### config.mk
export PLATFORM = sky130hd
export DESIGN_NAME = register_cmd_scheduler
export DESIGN_NICKNAME = d
export VERILOG_FILES = /design/src/rtl/register_cmd_scheduler_pkg.sv /design/src/rtl/edge_pulse_sync.sv /design/src/rtl/register_cmd_scheduler.sv
export SDC_FILE = /design/constraint.sdc
export NUM_CORES = 1
export LEC_CHECK = 0
export ABC_AREA = 1
export BUFFER_PORTS_ARGS = -buffer_cell sky130_fd_sc_hd__buf_2
export CAP_MARGIN = 0
export CORE_MARGIN = 2
export CORE_UTILIZATION = 55
export CTS_CLUSTER_SIZE = 25
export DETAILED_ROUTE_END_ITERATION = 12
export PLACE_DENSITY_LB_ADDON = 0.05
export SLEW_MARGIN = 20
export SYNTH_ARGS = -nofsm -noshare
export SYNTH_HDL_FRONTEND = slang
export SYNTH_SLANG_ARGS = --single-unit
### constraint.sdc
create_clock -name clk -period 2.75 [get_ports clk]
set_input_delay 0.55 -clock clk [delete_from_list [all_inputs] [get_ports clk]]
set_output_delay 0.55 -clock clk [all_outputs]
set_load 0.005 [all_outputs]
### src/rtl/register_cmd_scheduler_pkg.sv
// Shared types and constants for the register command scheduler and datapath.
// The datapath decodes cmd_op using the CMD_* indices.
package register_pkg;

  typedef enum logic [0:0] {
    StIdle,
    StIssue
  } sched_state_e;

  localparam int unsigned NReqDefault = 4;

  localparam int unsigned CMD_LOAD = 0;
  localparam int unsigned CMD_INC  = 1;
  localparam int unsigned CMD_DEC  = 2;
  localparam int unsigned CMD_CLR  = 3;

endpackage

### src/rtl/edge_pulse_sync.sv
// One-bit rising-edge detector built from two sampling flops.
// The flops clear to zero, so a line held high through reset yields one pulse afterwards.
module edge_pulse_sync (
  input  logic clk,
  input  logic synch_reset,
  input  logic d_i,
  output logic pulse_o
);

  logic s1_q, s2_q;

  always_ff @(posedge clk) begin
    if (synch_reset) begin
      s1_q <= 1'b0;
      s2_q <= 1'b0;
    end else begin
      s1_q <= d_i;
      s2_q <= s1_q;
    end
  end

  assign pulse_o = s1_q & ~s2_q;

endmodule

### src/rtl/register_cmd_scheduler.sv
// Round-robin scheduler turning request-line edges into single register commands
// presented on a valid/ready handshake.
module register_cmd_scheduler
  import register_pkg::*;
#(
  parameter  int unsigned N_REQ = NReqDefault,
  localparam int unsigned OP_W  = $clog2(N_REQ)
) (
  input  logic             clk,
  input  logic             synch_reset,
  input  logic [N_REQ-1:0] req_in,
  output logic             cmd_valid,
  output logic [OP_W-1:0]  cmd_op,
  input  logic             cmd_ready,
  output logic [N_REQ-1:0] pending,
  output logic             overrun
);

  // First set bit at or above ptr, wrapping; the power-of-two N_REQ makes the add wrap.
  function automatic logic [OP_W-1:0] rr_pick(input logic [N_REQ-1:0] req,
                                               input logic [OP_W-1:0]  ptr);
    logic [OP_W-1:0] idx;
    rr_pick = ptr;
    for (int i = int'(N_REQ) - 1; i >= 0; i--) begin
      idx = ptr + OP_W'(i);
      if (req[idx]) rr_pick = idx;
    end
  endfunction

  logic [N_REQ-1:0] edge_det;

  for (genvar i = 0; i < N_REQ; i++) begin : g_edge
    edge_pulse_sync u_edge (
      .clk        (clk),
      .synch_reset(synch_reset),
      .d_i        (req_in[i]),
      .pulse_o    (edge_det[i])
    );
  end

  sched_state_e     state_q, state_d;
  logic [OP_W-1:0]  op_q, op_d;
  logic [OP_W-1:0]  ptr_q, ptr_d;
  logic [N_REQ-1:0] pending_q, pending_d;
  logic [N_REQ-1:0] clr_mask;
  logic             overrun_q, overrun_d;
  logic             accept;

  assign accept = (state_q == StIssue) & cmd_ready;

  // A new edge on the source being accepted re-arms it instead of counting as overrun.
  always_comb begin
    clr_mask = '0;
    if (accept) clr_mask[op_q] = 1'b1;
    pending_d = (pending_q & ~clr_mask) | edge_det;
    overrun_d = |(edge_det & pending_q & ~clr_mask);
  end

  always_ff @(posedge clk) begin
    if (synch_reset) begin
      state_q   <= StIdle;
      op_q      <= '0;
      ptr_q     <= '0;
      pending_q <= '0;
      overrun_q <= 1'b0;
    end else begin
      state_q   <= state_d;
      op_q      <= op_d;
      ptr_q     <= ptr_d;
      pending_q <= pending_d;
      overrun_q <= overrun_d;
    end
  end

  always_comb begin
    state_d = state_q;
    op_d    = op_q;
    ptr_d   = ptr_q;
    unique case (state_q)
      StIdle: begin
        if (|pending_q) begin
          op_d    = rr_pick(pending_q, ptr_q);
          state_d = StIssue;
        end
      end
      StIssue: begin
        if (cmd_ready) begin
          ptr_d   = op_q + OP_W'(1);
          state_d = StIdle;
        end
      end
      default: state_d = StIdle;
    endcase
  end

  always_comb begin
    cmd_valid = (state_q == StIssue);
    cmd_op    = op_q;
    pending   = pending_q;
    overrun   = overrun_q;
  end

endmodule

Word-level counts from Yosys, hierarchy flattened:

Cells that the tools add are included.

* bits in registers: 18
* input port bits: 7
* word-level logic and storage cells: 61

* add/sub/neg operators: 4
* $lt $le $gt $ge: 6
* multiplexer cells: 18
* reduce and logical (&&, ||, !) cells: 5
* bitwise operators: 15

Operators with widths (count)
* < comparator 2 x 3 -> 1 bit (second input constant): 5
* bitwise AND 4 bit: 3
* binary-select mux 1 bit (select 2 bit): 4
* 2-to-1 mux 2 bit: 4
* OR reduction 4 bit: 2
* 2-to-1 mux 1 bit: 7
* bitwise AND 1 bit: 5
* inverter 1 bit: 5
* adder 2 x 1 -> 2 bit (second input constant): 2
* adder 2 bit (second input constant): 2
* 2-to-1 mux 4 bit: 1
* inverter 4 bit: 1
* OR 4 bit: 1
* AND reduction 2 bit: 2
* demux 1 bit (select 2 bit): 1
* greater-or-equal comparator 2 x 1 -> 1 bit (second input constant): 1
* case mux 1 bit (2 select lines): 1
* logical AND 1 bit: 1

Depth between registers and ports, before layout:

Gate-level depths: netlist of run 1.

* depth after elaboration: 8
* gate-level depth with buffers: 12

By module:

From an unflattened synthesis of run 1, not the netlist that was laid out.

* cells, all modules: 130
* area total of the unflattened synthesis: 894.6 sq um

Modules (own cells, without submodules)
* register_cmd_scheduler: cells an instance 102, area an instance 659.4 sq um, times used 1
* edge_pulse_sync: cells an instance 7, area an instance 58.8 sq um, times used 4

Worst setup path before layout of run 1:

No wires, ideal clock.

* path kind: in2reg
* from: in cmd_ready
* to: reg overrun_q, in the netlist overrun
* cell stages on the path: 6
* arrival: 1102 ps
* library setup time: 115 ps
* buffers on the path: 0
* setup slack: 1534 ps
* data required time: 2635 ps
* path through: nand2_1 inv_1 nand2_1 nand2_1 o22ai_1 o21a_1

* word-level cells in the longest chain between the ends: 5

Ends and longest elaborated chain
* start, declared: RTL line register_cmd_scheduler.sv:14 `input logic cmd_ready,`
* bitwise AND 1 bit: RTL line register_cmd_scheduler.sv:49 `assign accept = (state_q == StIssue) & cmd_ready;`
* 2-to-1 mux 4 bit: RTL line register_cmd_scheduler.sv:54 `if (accept) clr_mask[op_q] = 1'b1;`
* inverter 4 bit: RTL line register_cmd_scheduler.sv:56 `overrun_d = |(edge_det & pending_q & ~clr_mask);`
* bitwise AND 4 bit: RTL line register_cmd_scheduler.sv:56
* OR reduction 4 bit: RTL line register_cmd_scheduler.sv:56
* end signal, assigned: RTL line register_cmd_scheduler.sv:71 `overrun_q <= overrun_d;`
* end, declared: RTL line register_cmd_scheduler.sv:46 `logic overrun_q, overrun_d;`

No other way between the ends.
A chain may end at the register's enable or synchronous reset.

Final worst setup path of run 1:

* from: reg ptr_q[0]
* to: reg op_q[0], in the netlist cmd_op[0]

* word-level cells in the longest chain between the ends: 7
* elaborated cells between the ends (all ways): 15
* classes of those cells: 3 x add/sub; 12 x mux

Ends and longest elaborated chain
* start, declared: RTL line register_cmd_scheduler.sv:43 `logic [OP_W-1:0] ptr_q, ptr_d;`
* start signal, assigned: RTL line register_cmd_scheduler.sv:69 `ptr_q <= ptr_d;`
* adder 2 bit: RTL line register_cmd_scheduler.sv:25 `idx = ptr + OP_W'(i);`
* binary-select mux 1 bit (select 2 bit): RTL line register_cmd_scheduler.sv:26 `if (req[idx]) rr_pick = idx;`
* 2-to-1 mux 1 bit (implied by the code): RTL line register_cmd_scheduler.sv:26
* 2-to-1 mux 2 bit (3 in a row): RTL line register_cmd_scheduler.sv:26
* 2-to-1 mux 2 bit *: RTL line register_cmd_scheduler.sv:26
* end signal, assigned: RTL line register_cmd_scheduler.sv:68 `op_q <= op_d;`
* end, declared: RTL line register_cmd_scheduler.sv:42 `logic [OP_W-1:0] op_q, op_d;`

Every way passes the cells marked *; elsewhere a longest branch is shown, timed or not. The select of a mux whose other input is x is not followed.

==> out/results.txt, run 1 <==
Count of unresolved DRC violations after routing: 0. The startpoint kind of the worst setup timing path is a flip-flop. The count of buffer and inverter cells on the critical path came out at 1.

The tools report the part of the Yosys area used for sequential elements as 40.3%. Yosys mapped the design onto 22 distinct sky130hd cell types. The source of the worst register-to-register timing path is ptr_q[0]$_SDFFE_PP0P_.

0 antenna diodes ended up in the layout. The core occupancy in the finished layout is 66.7%, and the clock slew at the register clock pins of the worst setup and hold paths is 0.10 ns. The floorplan step set the die width to 44.3 um. STA classifies the critical path endpoint as a flip-flop. In this run the tightest slew margin relative to its limit is 69.7%. The timing-limited maximum frequency is 0.700 GHz. The tools report the placeable core region as 1510 sq um.

For the worst setup path, the data required time is 2.93 ns. The kind of cell with the highest combined delay on the critical path is simple AND/OR/NAND/NOR gates. The run finished with clean final reports.

The number of storage elements in the synthesis netlist is 18, and the number of hold-slack violations in the final timing report is 0. The worst hold path belongs to the class reg2reg. The die footprint was 1960 sq um; the number of filler cells placed in the layout was 148.

By count the netlist is led by 32 x nand2_1, 20 x inv_1, 18 x dfxtp_1. The count of buffers added on input and output ports is 14. Cell type with the largest total area after synthesis: dfxtp_1. The proportion of netlist area held by the largest area contributor is 40.3%. The via count is 793. For this design the ratio of total power to cell area is 585 nW/um^2. The start point of the worst min-delay path was g_edge[0].u_edge.s1_q$_SDFF_PP0_. Entering global routing, the biggest net connects 14 pins. The ratio of final minimum period to clock period is 51.9%, and the post-CTS setup buffer count is 0. In this run the remaining antenna-violating nets after routing total 0. TritonCTS built the clock tree. Summed over all cells, the static leakage comes to 0.526 nW. The first global-routing pass estimated 3040 um of wire. The slowest stage of the critical path belongs to the cell dfxtp_1. For the number of violations of the max-capacitance limit, the log shows 0. The run gives 13 as the violation count after the first detailed-route iteration. The buffer cell driving the clock tree root was clkbuf_4. The setup total negative slack is 0 ns, and the clock sink total is 18. The die is 44.3 um tall. The number of top-level design ports was 15.

For the final database, setup skew stands at 0.00259 ns. The slew at the pin closest to its max-slew limit was 0.453 ns. For the data arrival time of the critical path, the log shows 1.61 ns.

A synthesized cell averages 7.09 sq um. Counting I/O delays and the setup requirement, the final critical path takes 1.43 ns. Walking the worst path, the cells encountered are nand2_1 -> nand3_2 -> nand2_1 -> inv_1 -> nand2_1 -> nand2_1 -> nand3_1 -> nand2_1 -> a21oi_2. Global routing consumed, over all layers together, 20.9% of the routing resources. The final setup violation count was 0; the worst-skew pair later-pin latency was 0.29 ns.

Relative to the synthesized area, the layout overhead comes to 12.5%. The wire length per cell after detailed routing is 9.65 um, and the post-synthesis instance total is 126. The mapped netlist covers 893 sq um. The H-tree level count is 1, and the max-slew violation count is 0.

The critical path's most frequent cell is nand2_1. The fraction of synthesis flops using an asynchronous set or reset pin was 0%. By area the synthesized netlist is led by dfxtp_1 40%, nand2_1 13%, inv_1 8.4%. The routability-driven placement congestion ratio was 0.898; the number of nets produced by synthesis was 137. The number of buffers created by CTS came out at 3. The initial antenna violation count is 0, and the fraction of final layout cells with drive strength greater than 1 is 23.9%. In this run, post-CTS repair resized a total of 0 instances. Top flip-flop cell by instance count after synthesis: dfxtp_1.

The most instantiated library cell after synthesis was nand2_1. At the end of the flow, the number of nets in the layout was 154. Kind of critical path: reg2reg. The run gives 1520 um as the routed wire length. The largest single stage delay on the critical path is 0.61 ns.

The maximum fanout count along the critical path is 10, and the number of global-route vias before repair is 755. Setup repair after global routing left no endpoint under its margin. The count of standard-cell rows is 14, and the count of warnings emitted by yosys is 0. The number of detailed-routing iterations run before antenna repair was 4; the worst ir drop on vdd was 0.387 mV. The longest clock path from root to sink contains 2 buffers. The initial utilization of the core area, before any placement, comes to 59.3%.

Routed via count divided by cell count: 5.02. The residual overflow from global routing is 0. The run gives 0 as the count of hold buffers inserted by post-cts repair. The count of flip-flops with a built-in enable after synthesis was 0; the post-detailed-placement half-perimeter wirelength was 1210 um. The critical path starts at ptr_q[0]$_SDFFE_PP0P_.
## final timing paths
kind | to | cells after the start | slack, ns
hold reg to reg | g_edge[0].u_edge.s2_q$_SDFF_PP0_ | 2 | 0.42
setup / recovery | cmd_op[0]$_SDFFE_PP0P_ | 9 | 1.32
hold / removal | g_edge[0].u_edge.s2_q$_SDFF_PP0_ | 2 | 0.42
setup reg to reg | cmd_op[0]$_SDFFE_PP0P_ | 9 | 1.32
## cell usage in the layout, fill, tap and decap left out
master    instances
o21a_1            1
or2_2             4
inv_2             3
o21ai_1           2
inv_1            20
a21oi_1           7
a31oi_1           1
o22ai_1           2
inv_8             1
nand4_1           1
clkbuf_8          1
nand2_1          32
o211ai_1          1
clkbuf_4          3
o21ai_0           4
a21oi_2           1
nor2_1            9
nand2_2           6
nand3_2           1
buf_2            14
nand3_1           6
ha_1              4
dfxtp_1          18
## state kept, by name, indices dropped and copies added (netlist names)
signal	cells
cmd_valid	1
overrun	1
g_edge.u_edge.s1_q	4
ptr_q	2
pending	4
cmd_op	2
g_edge.u_edge.s2_q	4
## tightest hold or removal path, delay by kind of cell (launching register included)
kind	cells	cell delay (ns)
buf+inv	1	0.05
flops	1	0.31
simple gates	1	0.03
## layer usage
metal / track usage (%) / share of wire [%]
met1: 25.3 / 46
met3: 2.45 / 3.9
met2: 35.0 / 48
met4: 13.3 / 2.3
met5: 0 / 0
## power breakdown
group          switching, mW  internal, mW
Sequential            0.0218         0.281
Clock                 0.0783        0.0806
Combinational         0.0752        0.0510
Total                  0.175         0.412
## stage by stage
step / setup slack (ns) / hold slack, ns / cell area (sq um) / instances / total power [mW]
after detailed placement: 1.34 / 0.412 / 968 / 154 / 0.435
after global placement: 1.37 / 0.408 / 968 / 154 / 0.432
after floorplan: 1.53 / 0.402 / 893 / 126 / 0.401
final: 1.32 / 0.424 / 1000 / 158 / 0.588
after CTS: 1.31 / 0.428 / 1000 / 158 / 0.595
after global routing: 1.12 / 0.449 / 1000 / 158 / 0.634
## layout make-up
| class | instances | area [sq um] | area share [%] |
|---|---|---|---|
| Inverter | 24 | 97.6 | 9.71 |
| Clock buffer | 4 | 36.3 | 3.61 |
| Tap cell | 16 | 20.0 | 1.99 |
| Timing Repair Buffer | 14 | 70.1 | 6.97 |
| Multi-Input combinational cell | 82 | 420 | 41.8 |
| Sequential cell | 18 | 360 | 35.9 |
## logic make-up (layout without fill, tap and decap cells)
family                   count (synthesis)  count (layout)  synth area share, %
buffers and inverters                   26              42                 12.6
flip-flops                              18              18                 40.3
AND/OR/NAND/NOR                         59              59                 29.4
AO/OA/AOI/OAI                           19              19                 12.0
adder cells (fa/ha/maj)                  4               4                 5.60
No activity file was read; power rests on OpenSTA's default activity.
==> run 2: changes to the inputs <==
--- a/config.mk
+++ b/config.mk
@@ -9,7 +9,7 @@
 export BUFFER_PORTS_ARGS = -buffer_cell sky130_fd_sc_hd__buf_2
 export CAP_MARGIN = 0
 export CORE_MARGIN = 2
-export CORE_UTILIZATION = 55
+export CORE_UTILIZATION = 53
 export CTS_CLUSTER_SIZE = 25
 export DETAILED_ROUTE_END_ITERATION = 12
 export PLACE_DENSITY_LB_ADDON = 0.05
==> constraint.sdc (replaced) <==
create_clock -name clk -period 1.5 [get_ports clk]
set_input_delay 0.3 -clock clk [delete_from_list [all_inputs] [get_ports clk]]
set_output_delay 0.3 -clock clk [all_outputs]
set_load 0.005 [all_outputs]
==> run 2 against run 1 <==
Combinational power increased by 83%. First-iteration DRC count increased by 77%. Global-route usage decreased by 2.2 points. Design area increased by 0.12%. Core utilization decreased by 1.4 points. Sequential power increased by 83%. Setup slack got worse by 1.1 ns. Die area increased by 3.4%. Critical endpoint unchanged. Largest cell class unchanged. Largest power group unchanged.
==> out/results.txt, run 2 (synthesis results as in run 1) <==
Fraction of final layout cells with drive strength greater than 1: 24.6% (+0.70 points). In the layout the commonest cells are 32 x nand2_1, 20 x inv_1, 17 x dfxtp_1. The final clock skew is 0.00169 ns (-0.000901 ns). The worst hold path terminates at g_edge[2].u_edge.s1_q$_SDFF_PP0_.

The residual overflow from global routing came out at 0 (unchanged). The clock sink total is 18 (unchanged), and the clock slew at the register clock pins of the worst setup and hold paths is 0.10 ns (about the same). The number of diodes added for antenna fixing is 0 (unchanged), and the growth of design area from synthesis to finish is 12.6%. For the number of buffers on the longest clock path, the log shows 2 (unchanged). The tools report the number of nets at the end of the flow as 154 (unchanged). The die span in x is 45.1 um (+1.7%). The wire length per cell after detailed routing is 9.92 um (+2.8%), and the routability-driven placement congestion ratio is 0.858 (-4.5%).

The run gives 18.7% (-2.2 points) as the global routing usage summed across all routing layers. The source of the worst register-to-register timing path is ptr_q[1]$_SDFFE_PP0P_. The worst ir drop on vdd is 0.727 mV (+88%), and the wire length of the first global-routing pass is 2700 um (-11%).

The maximum fanout count along the critical path is 6 (-4), and the static leakage power is 0.526 nW (about the same). Post-placement setup slack: 0.0727 ns (-1.27 ns). TritonCTS built the clock tree. The portion of total power attributed to sequential cells is 51.2% (-0.3 points). The reported net switching power was 325 uW (+85%); the overall power was 1.08 mW (+84%). The number of buffers added on ports came out at 14 (unchanged).

Number of hold-slack violations in the final timing report: 0 (unchanged). The logs give 0.196 ns (-0.228 ns) for the worst hold margin and 0 (unchanged) for the final setup violation count. For the count of antenna-violating nets left after detailed routing, the log shows 0 (unchanged). The data arrival time of the critical path was 1.48 ns (-0.13 ns); the data required time at the worst endpoint was 1.69 ns (-1.24 ns). For the pin count of the biggest net entering global routing, the log shows 14 (unchanged). The slew at the pin closest to its max-slew limit is 0.260 ns (-0.194 ns).

The endpoint of the lowest-slack register-to-register path is cmd_op[0]$_SDFFE_PP0P_. The number of violations of the max-capacitance limit was 0 (unchanged); the H-tree level count was 1 (unchanged). The via count came out at 789 (-0.50%). The startpoint identified for the worst hold timing path is req_in[2].

The switching portion of total power came out at 30.1% (+0.22 points). The run gives 1570 um (+2.8%) as the routed wire length. The total power divided by cell area was 1080 nW/um^2 (+84%); the setup total negative slack was 0 ns (unchanged). For the register-to-register setup slack, the log shows 0.21 ns (-1.11 ns). Total placed cells including tap cells: 154 (unchanged). For the placeable core region, the log shows 1540 sq um (+2.3%).

The core occupancy in the finished layout was 65.3% (-1.4 points). The logs give 14 (unchanged) for the count of standard-cell rows and 756 uW (+83%) for the cell-internal power. The routed via count divided by cell count works out to 4.99 (-0.50%). The tools report the violation count after the first detailed-route iteration as 23 (+10). The leading cell type in the layout, fill and taps excluded is nand2_1. For the max-slew violation count, the log shows 0 (unchanged).

The number of cells traversed by the worst hold path was 3 (+1). The tools report the final cell count without fillers as 158 (unchanged). The kind of critical path was reg2reg. The tools report the die footprint as 2030 sq um (+3.4%).

The tools report the post-detailed-placement half-perimeter wirelength as 1200 um (-0.36%). Setup repair after global routing left no endpoint under its margin. The final critical delay including setup and external delays was 1.29 ns (-0.139 ns); the max-slew headroom at the worst pin was 82.7% (+13 points). The initial antenna violation count was 0 (unchanged); the initial standard-cell utilization of the core was 58.0% (-1.3 points). The number of detailed-routing iterations run before antenna repair is 4 (unchanged). The tightest min-delay check is of the in2reg type.

The run finished with clean final reports. Number of buffers created by CTS: 3 (unchanged). Clock tree synthesis selected as its root buffer the cell clkbuf_4. The timing-limited maximum frequency is 0.776 GHz (+11%), and the number of top-level design ports is 15 (unchanged).

The logs give 0 (unchanged) for the count of unresolved DRC violations after routing and 0.211 ns (-1.11 ns) for the post-layout worst setup margin. For the combinational share of power, the log shows 21.4% (about the same). Die extent in y: 45.1 um (+1.7%). The tools report the worst-skew pair later-pin latency as 0.29 ns (about the same).

The ratio of final minimum period to clock period works out to 85.9% (+34 points). The startpoint kind of the worst setup timing path was a flip-flop. The number of global-route vias before repair came out at 659 (-13%). The clock power share is 27.4% (+0.4 points). Post-place instance area: 968 sq um (unchanged). Final design instance area without fill: 1010 sq um (+0.12%). STA classifies the critical path endpoint as a flip-flop. The number of cell instances on the worst register-to-register path came out at 11 (+2).
run 2: routing by layer:
metal	track usage, %	part of all wire, %
met3	7.20	6.6
met5	0	0
met2	26.9	44
met4	7.06	0.64
met1	25.3	49
run 2: repair_timing:
item | in CTS | in global routing
endpoints found under the setup margin | 0 | 2
hold buffers | 0 | 0
setup buffers | 0 | 0
resized for setup | 0 | 1
run 2: power groups by stage:
stage	Clock (mW)	Combinational (mW)	Sequential, mW
floorplan	0	0.181	0.553
global placement	0	0.231	0.562
detailed placement	0	0.231	0.564
CTS	0.312	0.232	0.552
global route	0.333	0.270	0.560
finish	0.297	0.231	0.553
run 2: cell type report:
| class | instances | area (sq um) |
|---|---|---|
| Clock buffer | 4 | 36.3 |
| Fill cell | 147 | 536 |
| Inverter | 24 | 97.6 |
| Multi-Input combinational cell | 82 | 420 |
| Sequential cell | 18 | 362 |
| Tap cell | 16 | 20.0 |
| Timing Repair Buffer | 14 | 70.1 |
run 2: worst max path at each step:
stage | start | endpoint
finish | ptr_q[1]$_SDFFE_PP0P_ | cmd_op[0]$_SDFFE_PP0P_
detailed placement | ptr_q[0]$_SDFFE_PP0P_ | cmd_op[0]$_SDFFE_PP0P_
global route | ptr_q[1]$_SDFFE_PP0P_ | cmd_op[0]$_SDFFE_PP0P_
floorplan | ptr_q[0]$_SDFFE_PP0P_ | cmd_op[0]$_SDFFE_PP0P_
CTS | ptr_q[0]$_SDFFE_PP0P_ | cmd_op[0]$_SDFFE_PP0P_
global placement | ptr_q[0]$_SDFFE_PP0P_ | cmd_op[0]$_SDFFE_PP0P_
run 2: critical path: stages (launching register included):
cell	delay, ns
dfxtp_1	0.46
inv_2	0.12
nand2_1	0.08
nand2_1	0.08
nand2_1	0.08
nand2_1	0.06
inv_1	0.05
nand2_1	0.06
nand2_1	0.06
nand2_1	0.04
nand2_1	0.06
a21oi_2	0.05
